<file path="config.mk">
export PLATFORM = sky130hd
export DESIGN_NAME = ti_roic_reg_spi_master
export DESIGN_NICKNAME = d
export VERILOG_FILES = /design/src/rtl/ti_roic_spi_pkg.sv /design/src/rtl/ti_roic_sclk_gen.sv /design/src/rtl/ti_roic_reg_spi_master.sv
export SDC_FILE = /design/constraint.sdc
export NUM_CORES = 1
export LEC_CHECK = 0
export BUFFER_PORTS_ARGS = -buffer_cell sky130_fd_sc_hd__buf_4
export CAP_MARGIN = 20
export CORE_ASPECT_RATIO = 0.9
export CORE_MARGIN = 2
export CORE_UTILIZATION = 49
export CTS_BUF_LIST = sky130_fd_sc_hd__clkbuf_8 sky130_fd_sc_hd__clkbuf_16
export CTS_CLUSTER_SIZE = 28
export DETAILED_ROUTE_END_ITERATION = 12
export PLACE_DENSITY = 0.7
export SLEW_MARGIN = 15
export SYNTH_ARGS = -nofsm -noshare
export SYNTH_HDL_FRONTEND = slang
export SYNTH_SLANG_ARGS = --single-unit
</file>
<file path="constraint.sdc">
create_clock -name clk_100mhz -period 6.1 [get_ports clk_100mhz]
set_input_delay 0.61 -clock clk_100mhz [delete_from_list [all_inputs] [get_ports clk_100mhz]]
set_output_delay 0.61 -clock clk_100mhz [all_outputs]
set_load 0.05 [all_outputs]
</file>
<file path="src/rtl/ti_roic_spi_pkg.sv">
`default_nettype none
// ============================================================================
// Module   : ti_roic_spi_pkg
// Purpose  : Shared frame geometry, FSM states and request record for the
//            TI-ROIC register SPI master.
// Revision : 1.0
// ============================================================================
package ti_roic_spi_pkg;

    localparam int ROIC_FRAME_BITS = 24;
    localparam int ROIC_ADDR_BITS  = 8;
    localparam int ROIC_DATA_BITS  = 16;

    typedef enum logic [2:0] {
        IDLE  = 3'd0,
        SETUP = 3'd1,
        SHIFT = 3'd2,
        HOLD  = 3'd3,
        GAP   = 3'd4
    } roic_state_t;

    typedef struct packed {
        logic                      rd;
        logic [ROIC_ADDR_BITS-1:0] addr;
        logic [ROIC_DATA_BITS-1:0] data;
    } roic_req_t;

    // Read frames carry an all-zero payload; the ROIC drives data back instead.
    function automatic logic [ROIC_FRAME_BITS-1:0] roic_frame_word(input roic_req_t req);
        return {req.addr, (req.rd ? 16'h0000 : req.data)};
    endfunction

endpackage
`default_nettype wire

</file>
<file path="src/rtl/ti_roic_sclk_gen.sv">
`default_nettype none
// ============================================================================
// Module   : ti_roic_sclk_gen
// Purpose  : SCLK divider (CPOL=0) with rise/fall strobes; idles low when
//            disabled.
// Revision : 1.0
// ============================================================================
module ti_roic_sclk_gen #(
    parameter int CLK_DIV = 10
) (
    input  logic clk,
    input  logic rst,
    input  logic i_en,
    output logic o_sclk,
    output logic o_rise_tick,
    output logic o_fall_tick
);

    localparam int c_DIV_W = (CLK_DIV > 1) ? $clog2(CLK_DIV) : 1;
    localparam logic [c_DIV_W-1:0] c_DIV_LAST = c_DIV_W'(CLK_DIV - 1);

    logic [c_DIV_W-1:0] r_div;
    logic               r_sclk;
    logic               w_wrap;

    // Strobes flag the clk edge on which the SCLK level toggles.
    assign w_wrap      = i_en && (r_div == c_DIV_LAST);
    assign o_rise_tick = w_wrap && !r_sclk;
    assign o_fall_tick = w_wrap && r_sclk;
    assign o_sclk      = r_sclk;

    always_ff @(posedge clk or posedge rst) begin
        if (rst) begin
            r_div  <= '0;
            r_sclk <= 1'b0;
        end else if (!i_en) begin
            r_div  <= '0;
            r_sclk <= 1'b0;
        end else begin
            r_div <= w_wrap ? '0 : r_div + c_DIV_W'(1);
            if (w_wrap) begin
                r_sclk <= ~r_sclk;
            end
        end
    end

endmodule
`default_nettype wire

</file>
<file path="src/rtl/ti_roic_reg_spi_master.sv">
`default_nettype none
// ============================================================================
// Module   : ti_roic_reg_spi_master
// Purpose  : Serialises register-map commands into 24-bit ROIC SPI frames
//            and captures read-back data. Optional FIFO: TI_ROIC_SPI_QUEUE_EN.
// Revision : 1.0
// ============================================================================
module ti_roic_reg_spi_master
    import ti_roic_spi_pkg::*;
#(
    parameter int CLK_DIV   = 10,
    parameter int CS_SETUP  = 4,
    parameter int CS_HOLD   = 4,
    parameter int FRAME_GAP = 8
) (
    input  logic        clk_100mhz,
    input  logic        reset,
    input  logic [1:0]  ti_roic_str,
    input  logic [15:0] ti_roic_reg_addr,
    input  logic [15:0] ti_roic_reg_data,
    output logic        roic_sen,
    output logic        roic_sclk,
    output logic        roic_sdata,
    input  logic        roic_sdout,
    output logic        busy,
    output logic        done,
    output logic [15:0] rd_data,
    output logic        rd_valid,
    output logic        err_overrun
);

    localparam logic [15:0] c_SETUP_LAST = 16'(CS_SETUP - 1);
    localparam logic [15:0] c_HOLD_LAST  = 16'(CS_HOLD - 1);
    localparam logic [15:0] c_GAP_LAST   = 16'(FRAME_GAP - 1);
    localparam logic [4:0]  c_LAST_BIT   = 5'(ROIC_FRAME_BITS - 1);
    localparam logic [4:0]  c_BIT_SAT    = 5'(ROIC_FRAME_BITS);
    localparam logic [4:0]  c_DATA_BIT0  = 5'(ROIC_ADDR_BITS);

    roic_state_t r_state, w_state_next;
    logic [15:0] r_cnt;
    logic [4:0]  r_bit_cnt;
    logic [23:0] r_shift;
    logic [15:0] r_cap;
    logic [1:0]  r_str_q;
    logic        r_rd, r_sen, r_sdata, r_done, r_rd_valid, r_err;
    logic [15:0] r_rd_data;
    logic        r_sdo_meta, r_sdo_sync;

    logic        w_wr_rise, w_rd_rise, w_req_any, w_both;
    logic        w_start, w_drop, w_pending, w_gap_last;
    logic        w_fall_tick, w_rise_tick;
    roic_req_t   w_req_in, w_start_req;
    logic [23:0] w_start_word;

    assign w_wr_rise  = ti_roic_str[0] & ~r_str_q[0];
    assign w_rd_rise  = ti_roic_str[1] & ~r_str_q[1];
    assign w_req_any  = w_wr_rise | w_rd_rise;
    assign w_both     = w_wr_rise & w_rd_rise;
    assign w_gap_last = (r_state == GAP) && (r_cnt == c_GAP_LAST);

    // A simultaneous write and read resolves to the write.
    assign w_req_in = '{rd:   w_rd_rise & ~w_wr_rise,
                        addr: ti_roic_reg_addr[7:0],
                        data: ti_roic_reg_data};

`ifdef TI_ROIC_SPI_QUEUE_EN
    roic_req_t  r_fifo [4];
    logic [1:0] r_wr_ptr, r_rd_ptr;
    logic [2:0] r_fifo_cnt;
    logic       w_fifo_empty, w_fifo_full, w_direct, w_push, w_pop;

    assign w_fifo_empty = (r_fifo_cnt == 3'd0);
    assign w_fifo_full  = (r_fifo_cnt == 3'd4);
    assign w_direct     = (r_state == IDLE) && w_fifo_empty;
    assign w_push       = w_req_any && !w_direct && !w_fifo_full;
    assign w_pop        = !w_fifo_empty && ((r_state == IDLE) || w_gap_last);
    assign w_start      = w_pop || (w_direct && w_req_any);
    assign w_start_req  = w_pop ? r_fifo[r_rd_ptr] : w_req_in;
    assign w_drop       = w_both || (w_req_any && !w_direct && w_fifo_full);
    assign w_pending    = !w_fifo_empty;

    always_ff @(posedge clk_100mhz) begin
        if (w_push) begin
            r_fifo[r_wr_ptr] <= w_req_in;
        end
    end

    always_ff @(posedge clk_100mhz or posedge reset) begin
        if (reset) begin
            r_wr_ptr   <= '0;
            r_rd_ptr   <= '0;
            r_fifo_cnt <= '0;
        end else begin
            if (w_push) r_wr_ptr <= r_wr_ptr + 2'd1;
            if (w_pop)  r_rd_ptr <= r_rd_ptr + 2'd1;
            r_fifo_cnt <= r_fifo_cnt + {2'b00, w_push} - {2'b00, w_pop};
        end
    end
`else
    assign w_start     = (r_state == IDLE) && w_req_any;
    assign w_start_req = w_req_in;
    assign w_drop      = w_both || (w_req_any && (r_state != IDLE));
    assign w_pending   = 1'b0;
`endif

    assign w_start_word = roic_frame_word(w_start_req);

    ti_roic_sclk_gen #(
        .CLK_DIV (CLK_DIV)
    ) u_sclk_gen (
        .clk         (clk_100mhz),
        .rst         (reset),
        .i_en        (r_state == SHIFT),
        .o_sclk      (roic_sclk),
        .o_rise_tick (w_rise_tick),
        .o_fall_tick (w_fall_tick)
    );

    // The phase counter restarts on every state change.
    always_ff @(posedge clk_100mhz or posedge reset) begin
        if (reset) begin
            r_state <= IDLE;
            r_cnt   <= '0;
        end else begin
            r_state <= w_state_next;
            r_cnt   <= (w_state_next != r_state) ? '0 : r_cnt + 16'd1;
        end
    end

    always_comb begin
        w_state_next = r_state;
        unique case (r_state)
            IDLE:    if (w_start) w_state_next = SETUP;
            SETUP:   if (r_cnt == c_SETUP_LAST) w_state_next = SHIFT;
            SHIFT:   if (w_fall_tick && (r_bit_cnt == c_LAST_BIT)) w_state_next = HOLD;
            HOLD:    if (r_cnt == c_HOLD_LAST) w_state_next = GAP;
            GAP:     if (w_gap_last) w_state_next = w_start ? SETUP : IDLE;
            default: w_state_next = IDLE;
        endcase
    end

    always_ff @(posedge clk_100mhz or posedge reset) begin
        if (reset) begin
            r_sdo_meta <= 1'b0;
            r_sdo_sync <= 1'b0;
        end else begin
            r_sdo_meta <= roic_sdout;
            r_sdo_sync <= r_sdo_meta;
        end
    end

    always_ff @(posedge clk_100mhz or posedge reset) begin
        if (reset) begin
            r_str_q    <= '0;
            r_sen      <= 1'b1;
            r_sdata    <= 1'b0;
            r_done     <= 1'b0;
            r_rd_valid <= 1'b0;
            r_rd_data  <= '0;
            r_err      <= 1'b0;
            r_shift    <= '0;
            r_rd       <= 1'b0;
            r_bit_cnt  <= '0;
            r_cap      <= '0;
        end else begin
            r_str_q    <= ti_roic_str;
            r_done     <= 1'b0;
            r_rd_valid <= 1'b0;
            if (w_drop) begin
                r_err <= 1'b1;
            end
            if (w_start) begin
                r_shift   <= w_start_word;
                r_rd      <= w_start_req.rd;
                r_sdata   <= w_start_word[23];
                r_sen     <= 1'b0;
                r_bit_cnt <= '0;
            end
            // Falling SCLK closes a bit: capture the ROIC bit, present the next MOSI bit.
            if ((r_state == SHIFT) && w_fall_tick) begin
                if (r_bit_cnt != c_BIT_SAT) begin
                    r_bit_cnt <= r_bit_cnt + 5'd1;
                end
                if (r_bit_cnt != c_LAST_BIT) begin
                    r_shift <= {r_shift[22:0], 1'b0};
                    r_sdata <= r_shift[22];
                end
                if (r_bit_cnt >= c_DATA_BIT0) begin
                    r_cap <= {r_cap[14:0], r_sdo_sync};
                end
            end
            if ((r_state == HOLD) && (r_cnt == c_HOLD_LAST)) begin
                r_sen      <= 1'b1;
                r_sdata    <= 1'b0;
                r_done     <= 1'b1;
                r_rd_valid <= r_rd;
                if (r_rd) begin
                    r_rd_data <= r_cap;
                end
            end
        end
    end

    assign roic_sen    = r_sen;
    assign roic_sdata  = r_sdata;
    assign done        = r_done;
    assign rd_valid    = r_rd_valid;
    assign rd_data     = r_rd_data;
    assign err_overrun = r_err;
    assign busy        = ((r_state != IDLE) && !(w_gap_last && !w_pending)) || w_pending;

    logic w_unused;
    assign w_unused = &{1'b0, ti_roic_reg_addr[15:8], w_rise_tick, r_shift[23]};

endmodule
`default_nettype wire

</file>
# Word-level counts from Yosys, hierarchy flattened
# Cells that the tools add are included.
[classes]
bitwise = 9
order_cmp = 1
n_reduce_logical = 16
mux = 27
eq_ne = 12
n_addsub = 3
[ops]
columns = ["cell", "n"]
rows = [
  ["$mux 24", 3],
  ["$mux 16", 2],
  ["$add 16x1->16 const B", 1],
  ["$eq 16x2->1 const B", 1],
  ["$eq 16x3->1 const B", 1],
  ["$mux 3", 5],
  ["$mux 5", 3],
  ["$pmux 3 s5", 1],
  ["$mux 1", 11],
  ["$ne 5x5->1 const B", 2],
  ["$logic_and 1x1->1", 9],
  ["$mux 4", 2],
  ["$eq 3x2->1 const B", 2],
  ["$add 5x1->5 const B", 1],
  ["$eq 5x5->1 const B", 1],
  ["$ge 5x4->1 const B", 1],
  ["$add 4x1->4 const B", 1],
  ["$and 1x1->1", 4],
  ["$eq 4x4->1 const B", 1],
  ["$not 1->1", 4],
  ["$reduce_and 2->1", 2],
  ["$eq 3x1->1 const B", 1],
  ["$eq 3x3->1 const B", 1],
  ["$logic_not 3->1", 1],
  ["7 further kinds", 7],
]
[word_totals]
elab_cells = 85
register_bits = 95
output_inout_bits = 23

# Longest topological paths before layout
# Gate-level depths: netlist of run 1.
[depth]
ltp_word = 9
mapped_depth = 8
depth_no_buf = 6

# Cells and area by module
# A second synthesis of run 1 with hierarchy kept.
[hier_totals]
hier_cells = 350
hier_area_um2 = 4132.7
[by_module_without_submodules]
columns = ["module", "seq_area_each_um2", "area_each_um2", "n_inst", "cells_each"]
rows = [
  ["ti_roic_reg_spi_master", 2228.4, 3872.5, 1, 325],
  ["ti_roic_sclk_gen", 125.1, 260.2, 1, 25],
]

# Worst setup path after synthesis of run 1
# OpenSTA, ideal clock, no wires.
[synth_timing]
kind = "register to output"
startpoint = "register r_cnt[3]"
endpoint = "output port busy"
t_required_ps = 5490
n_path_buf = 0
path_slack_ps = 3904
path_stages_with_launch = 5
arrival_time_ps = 1586
cell_sequence = "dfrtp_1 > nor4_2 > and4_1 > nand3_1 > a211o_1"
[synth_via]
elab_chain_cells = 4
[synth_lines]
columns = ["element", "line_no", "source"]
rows = [
  ["from (decl)", "ti_roic_reg_spi_master.sv:40", "logic [15:0] r_cnt;"],
  ["from (signal assigned)", "ti_roic_reg_spi_master.sv:126", "r_cnt <= (w_state_next != r_state) ? '0 : r_cnt + 16'd1;"],
  ["$eq 16x3->1", "ti_roic_reg_spi_master.sv:59", "assign w_gap_last = (r_state == GAP) && (r_cnt == c_GAP_LAST);"],
  ["$logic_and 1x1->1", "ti_roic_reg_spi_master.sv:59", ""],
  ["$logic_not 1->1", "ti_roic_reg_spi_master.sv:210", "assign busy = ((r_state != IDLE) && !(w_gap_last && !w_pending)) || w_pending;"],
  ["$logic_and 1x1->1", "ti_roic_reg_spi_master.sv:210", ""],
  ["to (decl)", "ti_roic_reg_spi_master.sv:25", "output logic busy,"],
]
# No other way between the ends.

# Worst setup path after layout of run 1
# Same ends and word-level chain as after synthesis.

==> reports/qor.yml, run 1 <==
grt_remaining_overflow: 0
clkTransAtPathRegs_ns: 0.09
crit_slowest_cell: "dfrtp_1"
p_leak_nw: 2.28
slowest_delay_ns: 0.45
ctsHoldBuffers: 0
synth_top_flop_cell: "dfrtp_1"
area_growth_pct: 15.1
hold_path_class: "primary input to asynchronous set/reset pin"
synth_area_sq_mm: 0.00423
netlist.area_leader.share_pct: 55.0
cp_cell_sequence: "nor4_2 > and4_1 > nand3_1 > a211o_1 > buf_4"
fin_ws_ns: 3.36
drt_iter0_drc: 114
p_total_mw: 1.07
post-route-period-util_pct: 44.9
syn_area_per_cell_sq_um: 11.9
pwr_density_cell_mw_per_mm2: 219
cts-root-buf: "clkbuf_8"
ff_latch_area_sq_mm: 0.00235
cts_buffers: 9
ir_drop_mv: 0.144
finalHoldViolCount: 0
cts_max_level: 3
gp_congestion: 0.788
die-area_sq_mm: 0.00940
synth-xor-area-share_pct: 3.31
portBuffers: 51
grt_antenna_before_repair: 0
totalWireLength_um: 7480
setup-tns-final_ns: 0
fillers: 718
fp-row-count: 32
ant_nets: 0
synth_seq_cells: 94
period_needed_ns: 2.74
critPathCaptureType: "output pin"
placed_cell_area_sq_mm: 0.00467
path_delay_family: "simple AND/OR/NAND/NOR gates"
criticalPathCategory: "flip-flop to output pin"
post_cts_resized: 0
drive_above_1_share_pct: 28.9
grt_first_pass_wirelength_um: 12300
die_h_um: 92.2
synthCells: 356
fmax_mhz: 365
ys_async_sr_fraction_pct: 100
synth_top_area_cell: "dfrtp_1"
worstPathRequired_ns: 5.49
cts_tree: "built"
track_usage_pct: 16.7
synth_common_cells: "93 x dfrtp_1, 32 x nor2_1, 25 x a21oi_1"
synth_top_cells_by_area: "dfrtp_1 55%, mux2_2 6.1%, a21oi_1 3.0%, a22oi_1 2.8%, nor2_1 2.8%"
hold_slack_ns: 0.348
path_buf_inv: 1
worst_pin_slew_ns: 0.896
die_w_um: 102
post_drt_wl_per_cell_um: 14.3
viasPerCell: 5.34
initial_core_util_pct: 49.9
rsz0062_at_grt: "no"
clock_path_buffers: 2
worstPathMaxFanout: 6
vias: 2798
grt_pass1_vias: 2662
synthSimpleGateAreaFrac_pct: 15.5
synth_cell_type_count: 53
crit_arrival_ns: 2.13
cts_setup_buffers: 0
multi_input_area_sq_mm: 0.00174
startpoint_type: "flip-flop"
muxShareOfSynthArea_pct: 10.9
clk_latency_ns: 0.36
yosysMostFrequentCell: "dfrtp_1"
diodes: 0
cts_sinks: 94
synth-edff-count: 0
nets: 442
status: "completed"
yosysWarnings: 0
design_area_sq_mm: 0.00487
io_pins: 60
fin_worst_skew_ns: 0.00851
first_pass_iters: 4
drc: 0
grt_start_max_net_pins: 52
dp_slack_ns: 3.69
synth_fa_ha_area_share_pct: 1.71
synth_top_family_by_area: "simple AND/OR/NAND/NOR gates"
synth_compound_area_share_pct: 9.61
core-area_sq_mm: 0.00849
maxSlewViolCount: 0
syn-num-nets: 398
setup_viol: 0
synth_sequential_area_ratio_pct: 55.6
dpl.hpwl_um: 4980
relSlewSlack_pct: 40.3
cap_viol_max_count: 0
[final cells by class]
type	count	area share, %
Inverter	6	0.488
Tap cell	119	3.06
Clock buffer	9	2.54
Clock inverter	7	1.46
Multi-Input combinational cell	235	35.8
Timing Repair Buffer	54	8.33
Sequential cell	94	48.3
[flip-flops by register name, summed over array words and instances (netlist names)]
| register | flops |
|---|---|
| done | 1 |
| err_overrun | 1 |
| r_bit_cnt | 5 |
| r_cap | 16 |
| r_cnt | 16 |
| r_rd | 1 |
| r_sdo_meta | 1 |
| r_sdo_sync | 1 |
| r_shift | 23 |
| r_state | 3 |
| r_str_q | 2 |
| rd_data | 16 |
| rd_valid | 1 |
| roic_sdata | 1 |
| roic_sen | 1 |
| u_sclk_gen.o_sclk | 1 |
| u_sclk_gen.r_div | 4 |
[cell families after synthesis]
kind of cell,count (synthesis)
xor+xnor,16
mux,42
flops,94
compound gates,61
buf+inv,27
fa+ha+maj,6
simple gates,110
[metal layers]
| metal | global-route usage [%] | part of all wire, % |
|---|---|---|
| met1 | 23.2 | 48 |
| met2 | 25.6 | 46 |
| met3 | 5.11 | 4.6 |
| met4 | 4.22 | 0.95 |
| met5 | 0 | 0 |
[placed cells by master (no fill, tap or decap), types with 5 or more instances in the layout]
cell type   n
dfrtp_1    93
nor2_1     32
clkbuf_8    9
or3_1       5
xnor2_1     9
nand3_1    12
a22oi_1    16
xor2_1      7
mux2_2     23
nor3_2     11
nor3_1      8
nand2_1     9
mux2_1      9
nand4_1     6
mux2i_1    10
a21oi_1    25
buf_4      54
ha_1        5
[path summary, 6_finish.rpt]
| path | cells past startpoint | endpoint | slack (ns) | startpoint |
|---|---|---|---|---|
| max | 5 | busy | 3.36 | r_cnt[3]$_DFF_PP0_ |
| min in group clk_100mhz | 1 | r_sdo_meta$_DFF_PP0_ | 0.35 | roic_sdout |
| max reg2reg | 6 | r_cap[7]$_DFFE_PP0P_ | 3.71 | u_sclk_gen.r_div[1]$_DFF_PP0_ |
| min | 2 | r_cap[2]$_DFFE_PP0P_ | 0.35 | reset |
| min reg2reg | 0 | r_sdo_sync$_DFF_PP0_ | 0.36 | r_sdo_meta$_DFF_PP0_ |
| max in group asynchronous | 3 | r_state[0]$_DFF_PP0_ | 4.65 | reset |
[per-stage QoR]
step           cells  utilization (%)
2_1_floorplan    356                -
3_3_place_gp     508             55.1
3_5_place_dp     508             55.1
4_1_cts          524             57.4
5_1_grt          524             57.4
6_report         524             57.4
[power by group]
group | switching, mW | total, mW | leakage, nW | internal, mW
Sequential | 0.000323 | 0.624 | 1.14 | 0.624
Combinational | 0.0154 | 0.0278 | 1.04 | 0.0124
Clock | 0.224 | 0.415 | 0.104 | 0.191
Total | 0.240 | 1.07 | 2.28 | 0.827
Note: power is estimated with default switching activity, not from simulation.
==> run 2, diff against run 1 <==
--- a/config.mk
+++ b/config.mk
@@ -13,7 +13,7 @@
 export CTS_BUF_LIST = sky130_fd_sc_hd__clkbuf_8 sky130_fd_sc_hd__clkbuf_16
 export CTS_CLUSTER_SIZE = 28
 export DETAILED_ROUTE_END_ITERATION = 12
-export PLACE_DENSITY = 0.7
+export PLACE_DENSITY = 0.73
 export SLEW_MARGIN = 15
 export SYNTH_ARGS = -nofsm -noshare
 export SYNTH_HDL_FRONTEND = slang
==> constraint.sdc (replaced) <==
create_clock -name clk_100mhz -period 2.5 [get_ports clk_100mhz]
set_input_delay 0.25 -clock clk_100mhz [delete_from_list [all_inputs] [get_ports clk_100mhz]]
set_output_delay 0.25 -clock clk_100mhz [all_outputs]
set_load 0.05 [all_outputs]
==> reports/qor.yml, run 2 (same netlist as run 1, synthesis figures left out) <==
path_delay_family: "simple AND/OR/NAND/NOR gates"  # unchanged
p_leak_nw: 2.34  # was 2.28 nW
initial_core_util_pct: 49.9  # unchanged
cts_setup_buffers: 0  # unchanged
totalWireLength_um: 7730  # was 7480 um
crit_arrival_ns: 2.13  # about the same
relSlewSlack_pct: 57.4  # was 40.3%
worst_pin_slew_ns: 0.638  # was 0.896 ns
grt_start_max_net_pins: 47  # was 52
fin_worst_skew_ns: 0.00712  # was 0.00851 ns
dpl.hpwl_um: 5310  # was 4980 um
viasPerCell: 5.33  # was 5.34
drive_above_1_share_pct: 29.3  # was 28.9%
die-area_sq_mm: 0.00940  # unchanged
drc: 0  # unchanged
finalHoldViolCount: 0  # unchanged
rsz0062_at_grt: "no"  # unchanged
ir_drop_mv: 0.317  # was 0.144 mV
min_path_cells: 3
grt_remaining_overflow: 0  # unchanged
die_w_um: 102  # unchanged
switching_power_uw: 568  # was 240 uW
p_seq_share_pct: 57.6  # was 58.5%
fillers: 712  # was 718
r2r_end: "r_cnt[3]$_DFF_PP0_"  # was r_cap[7]$_DFFE_PP0P_
cts_buffers: 9  # unchanged
p_sw_share_pct: 21.5  # was 22.5%
first_pass_iters: 4  # unchanged
drt_iter0_drc: 79  # was 114
critPathLaunch: "r_cnt[3]$_DFF_PP0_"  # unchanged
crit_slowest_cell: "dfrtp_1"  # unchanged
grt_first_pass_wirelength_um: 13300  # was 12300 um
reg2reg_slack_ns: 0.40  # was 3.71 ns
largest_reg_flops: 23  # unchanged
ant_nets: 0  # unchanged
design_area_sq_mm: 0.00498  # was 0.00487 sq mm
p_int_mw: 2.08  # was 827 uW
critPathCaptureType: "output pin"  # unchanged
die_h_um: 92.2  # unchanged
placed_cell_area_sq_mm: 0.00474  # was 0.00467 sq mm
track_usage_pct: 17.8  # was 16.7%
worstPathMaxFanout: 6  # unchanged
post_cts_resized: 0  # unchanged
fin_util_pct: 58.7  # was 57.4%
worstReg2RegStart: "u_sclk_gen.r_div[1]$_DFF_PP0_"  # unchanged
vias: 2851  # was 2798
grt_antenna_before_repair: 0  # unchanged
area_growth_pct: 17.8  # was 15.1%
slowest_delay_ns: 0.46  # was 0.45 ns
path_depth: 5  # unchanged
diodes: 0  # unchanged
layout_commonest_cell: "dfrtp_1"  # unchanged
cp_cell_sequence: "nor4_2 > and4_1 > nand3_1 > a211o_1 > buf_4"  # unchanged
startpoint_type: "flip-flop"  # unchanged
post_drt_wl_per_cell_um: 14.5  # was 14.3 um
path_buf_inv: 1  # unchanged
cts-root-buf: "clkbuf_8"  # unchanged
io_pins: 60  # unchanged
clkTransAtPathRegs_ns: 0.09  # about the same
p_clk_share_pct: 39.5  # was 38.9%
status: "completed"  # unchanged
portBuffers: 51  # unchanged
setup-tns-final_ns: 0  # unchanged
cts_tree: "built"  # unchanged
p_total_mw: 2.65  # was 1.07 mW
post-route-period-util_pct: 95.1
worstPathRequired_ns: 2.25  # was 5.49 ns
hold_slack_ns: 0.168  # was 0.348 ns
pwr_density_cell_mw_per_mm2: 531  # was 219 mW/mm^2
fp-row-count: 32  # unchanged
setup_viol: 0  # unchanged
maxSlewViolCount: 0  # unchanged
hold_path_class: "primary input to flip-flop"  # was primary input to asynchronous set/reset pin
period_needed_ns: 2.38
clk_latency_ns: 0.36  # about the same
cts_max_level: 3  # unchanged
cts_sinks: 94  # unchanged
clock_path_buffers: 2  # unchanged
nets: 453  # was 442
crit_path_end: "busy"  # unchanged
criticalPathCategory: "flip-flop to output pin"  # unchanged
fmax_mhz: 420
cap_viol_max_count: 0  # unchanged
ff2ff_path_depth: 7  # was 6
layout_common_cells: "93 x dfrtp_1, 60 x buf_4, 32 x nor2_1"  # was 93 x dfrtp_1, 54 x buf_4, 32 x nor2_1
p_comb_share_pct: 2.9  # was 2.6%
grt_pass1_vias: 2858  # was 2662
core-area_sq_mm: 0.00849  # unchanged
largest-register: "r_shift"  # unchanged
gp_congestion: 0.803  # was 0.788
==> run 2: metrics by stage <==
| stage | setup WS [ns] | instances |
|---|---|---|
| after floorplan | 0.477 | 356 |
| after global placement | 0.473 | 515 |
| after detailed placement | 0.418 | 515 |
| after CTS | 0.102 | 535 |
| after global routing | 0.00334 | 535 |
| final | 0.121 | 535 |
==> run 2: power groups by stage <==
stage	Combinational [mW]	Clock, mW	Sequential [mW]
final	0.0775	1.04	1.52
after floorplan	0.0255	0	1.55
after detailed placement	0.0750	0	1.55
after global routing	0.0868	1.13	1.52
after global placement	0.0740	0	1.55
after CTS	0.0808	1.07	1.52
==> run 2: layer usage <==
metal	part of all wire [%]	track usage [%]	vias to the layer above
met5	0	0	-
met4	1.2	5.56	0
met3	3.8	4.34	8
met2	47	28.5	56
met1	48	24.1	1409
li1	-	-	1378
==> run 2: worst min path at each step <==
stage / start / slack (ns) / end
2_1_floorplan: roic_sdout / 0.28 / r_sdo_meta$_DFF_PP0_
3_3_place_gp: r_sdo_meta$_DFF_PP0_ / 0.34 / r_sdo_sync$_DFF_PP0_
3_5_place_dp: r_sdo_meta$_DFF_PP0_ / 0.34 / r_sdo_sync$_DFF_PP0_
4_1_cts: ti_roic_reg_data[0] / 0.16 / r_shift[0]$_DFF_PP0_
5_1_grt: ti_roic_reg_data[0] / 0.18 / r_shift[0]$_DFF_PP0_
6_report: ti_roic_reg_data[0] / 0.17 / r_shift[0]$_DFF_PP0_
==> run 2: final cells by class <==
class / instances / area, sq um / share of cell area [%]
clock inverter: 5 / 56.3 / 1.13
sequential: 94 / 2350 / 47.2
timing repair buffer: 65 / 510 / 10.2
multi-input combinational: 235 / 1740 / 34.9
inverter: 6 / 26.3 / 0.527
tap: 119 / 149 / 2.99
clock buffer: 11 / 151 / 3.04
==> run 2: repair_timing <==
item / in CTS / in global routing
hold buffers: 4 / 0
setup endpoints to repair: 0 / 0
endpoints found under the hold margin: 26 / 0
==> run 2: worst min-delay path: cells and delay by family <==
kind | cells | cell delay [ns]
buffers and inverters | 1 | 0.08
AOI/OAI and AO/OA | 2 | 0.16
==> run 3, diff against run 2 <==
--- a/config.mk
+++ b/config.mk
@@ -17,4 +17,5 @@
 export SLEW_MARGIN = 15
 export SYNTH_ARGS = -nofsm -noshare
 export SYNTH_HDL_FRONTEND = slang
+export SYNTH_HIERARCHICAL = 1
 export SYNTH_SLANG_ARGS = --single-unit
==> reports/qor.yml, run 3 <==
die-area_sq_mm: 0.00918  # was 0.00940 sq mm
diodes: 0  # unchanged
cts_buffers: 9  # unchanged
grt_antenna_before_repair: 0  # unchanged
ant_nets: 0  # unchanged
clock_path_buffers: 2  # unchanged
rsz0062_at_grt: "no"  # unchanged
drc: 0  # unchanged
setup_viol: 0  # unchanged
initial_core_util_pct: 50.9  # was 49.9%
cap_viol_max_count: 0  # unchanged
worst_pin_slew_ns: 0.801  # was 0.638 ns
drt_iter0_drc: 135  # was 79
first_pass_iters: 4  # unchanged
drive_above_1_share_pct: 30.2  # was 29.3%
ir_drop_mv: 0.399  # was 0.317 mV
worstPathRequired_ns: 2.74  # was 2.25 ns
vias: 2766  # was 2851
setup-tns-final_ns: 0  # unchanged
gp_congestion: 0.734  # was 0.803
syn-num-nets: 391  # was 398
multi_input_area_sq_mm: 0.00169  # was 0.00174 sq mm
grt_start_max_net_pins: 53  # was 47
track_usage_pct: 16.4  # was 17.8%
pwr_density_cell_mw_per_mm2: 513  # was 531 mW/mm^2
largest_reg_flops: 23  # unchanged
p_seq_share_pct: 60.6  # was 57.6%
clkTransAtPathRegs_ns: 0.09  # about the same
layout_commonest_cell: "dfrtp_1"  # unchanged
fillers: 685  # was 712
worstPathMaxFanout: 16  # was 6
cts_sinks: 94  # unchanged
finalHoldViolCount: 0  # unchanged
clk_latency_ns: 0.36  # about the same
relSlewSlack_pct: 46.5  # was 57.4%
grt_first_pass_wirelength_um: 12000  # was 13300 um
critPathCaptureType: "flip-flop"  # was output pin
synthCells: 349  # was 356
dpl.hpwl_um: 4850  # was 5310 um
criticalPathCategory: "flip-flop to flip-flop"  # was flip-flop to output pin
crit_arrival_ns: 2.59  # was 2.13 ns
p_leak_nw: 2.32  # was 2.34 nW
placed_cell_area_sq_mm: 0.00465  # was 0.00474 sq mm
totalWireLength_um: 7250  # was 7730 um
area_growth_pct: 19.0  # was 17.8%
fp-row-count: 31  # was 32
hold_path_class: "primary input to flip-flop"  # unchanged
startpoint_type: "flip-flop"  # unchanged
synth_area_sq_mm: 0.00413  # was 0.00423 sq mm
cts_setup_buffers: 0  # unchanged
portBuffers: 51  # unchanged
design_area_sq_mm: 0.00491  # was 0.00498 sq mm
fin_worst_skew_ns: 0.0131  # was 0.00712 ns
fmax_mhz: 426  # was 420 MHz
largest-register: "r_shift"  # unchanged
p_sw_share_pct: 23.1  # was 21.5%
die_w_um: 101  # was 102 um
cts_max_level: 3  # unchanged
grt_remaining_overflow: 0  # unchanged
switching_power_uw: 583  # was 568 uW
die_h_um: 91.1  # was 92.2 um
cts_tree: "built"  # unchanged
p_clk_share_pct: 36.2  # was 39.5%
p_comb_share_pct: 3.1  # was 2.9%
io_pins: 60  # unchanged
nets: 451  # was 453
syn_area_per_cell_sq_um: 11.8  # was 11.9 sq um
yosysWarnings: 6  # was 0
cts-root-buf: "clkbuf_8"  # unchanged
maxSlewViolCount: 0  # unchanged
post_drt_wl_per_cell_um: 14.1  # was 14.5 um
ff_latch_area_sq_mm: 0.00235  # unchanged
grt_pass1_vias: 2603  # was 2858
period_needed_ns: 2.35  # was 2.38 ns
layout_common_cells: "93 x dfrtp_1, 56 x buf_4, 49 x nor2_1"  # was 93 x dfrtp_1, 60 x buf_4, 32 x nor2_1
post-route-period-util_pct: 93.9  # was 95.1%
status: "completed"  # unchanged
core-area_sq_mm: 0.00811  # was 0.00849 sq mm
viasPerCell: 5.39  # was 5.33
p_int_mw: 1.94  # was 2.08 mW
-- run 3: through the flow --
stage                     setup WS, ns  hold WS, ns  power [mW]  util (%)  cells
after floorplan                 0.0391       0.0285        1.59         -    349
after global placement           0.103        0.185        1.63      57.4    492
after detailed placement        0.0423        0.189        1.63      57.4    492
after CTS                       0.0260      0.00303        2.56      60.0    511
after global routing           0.00938        0.183        2.63      60.6    513
final                            0.154        0.190        2.52      60.6    513
-- run 3: worst max-delay path: stages, from the launching register on --
cell	delay [ns]
dfrtp_1	0.41
inv_1	0.06
ha_1	0.17
and3b_2	0.25
and3_2	0.18
nor4bb_2	0.27
buf_4	0.22
o21a_1	0.18
buf_12	0.16
mux2_2	0.34
-- run 3: worst paths after layout --
check                           slack, ns  cells after the start                             to                           from
worst min-delay path                 0.19                      3          r_shift[20]$_DFF_PP0_            ti_roic_reg_addr[4]
worst max register to register       0.15                      9          r_cap[10]$_DFFE_PP0P_  u_sclk_gen/r_div[1]$_DFF_PP0_
worst max-delay path                 0.15                      9          r_cap[10]$_DFFE_PP0P_  u_sclk_gen/r_div[1]$_DFF_PP0_
min in group asynchronous            0.36                      3  u_sclk_gen/o_sclk$_DFFE_PP0P_                          reset
max in group asynchronous            1.20                      4          r_shift[11]$_DFF_PP0_                          reset
worst min register to register       0.36                      0           r_sdo_sync$_DFF_PP0_           r_sdo_meta$_DFF_PP0_
-- run 3: power by group through the flow --
stage                     logic [mW]  clock network (mW)  registers (mW)
final                         0.0790               0.913            1.53
after global routing          0.0901                1.01            1.53
after CTS                     0.0804               0.951            1.53
after detailed placement      0.0765                   0            1.56
after global placement        0.0760                   0            1.56
after floorplan               0.0283                   0            1.56
-- run 3: area by class of cell --
class                           instances  area share [%]
Clock buffer                            9            2.52
Clock inverter                          7            1.15
Inverter                               12           0.993
Multi-Input combinational cell        229            34.3
Sequential cell                        94            47.9
Tap cell                               99            2.52
Timing Repair Buffer                   63            10.6
-- run 3: repair_timing --
item / in CTS / in global routing
endpoints found under the setup margin: 0 / 32
endpoints found under the hold margin: 7 / 1
gates resized for setup: 0 / 4
hold buffers: 3 / 1
-- run 3: layer usage --
layer	up-vias	share of wire [%]	routed length [um]	GRT usage [%]
met5	-	0	0	0
met4	0	1.3	93	5.48
met3	10	3.2	233	4.46
met2	55	47	3440	25.3
met1	1352	48	3490	22.5
li1	1349	-	-	-
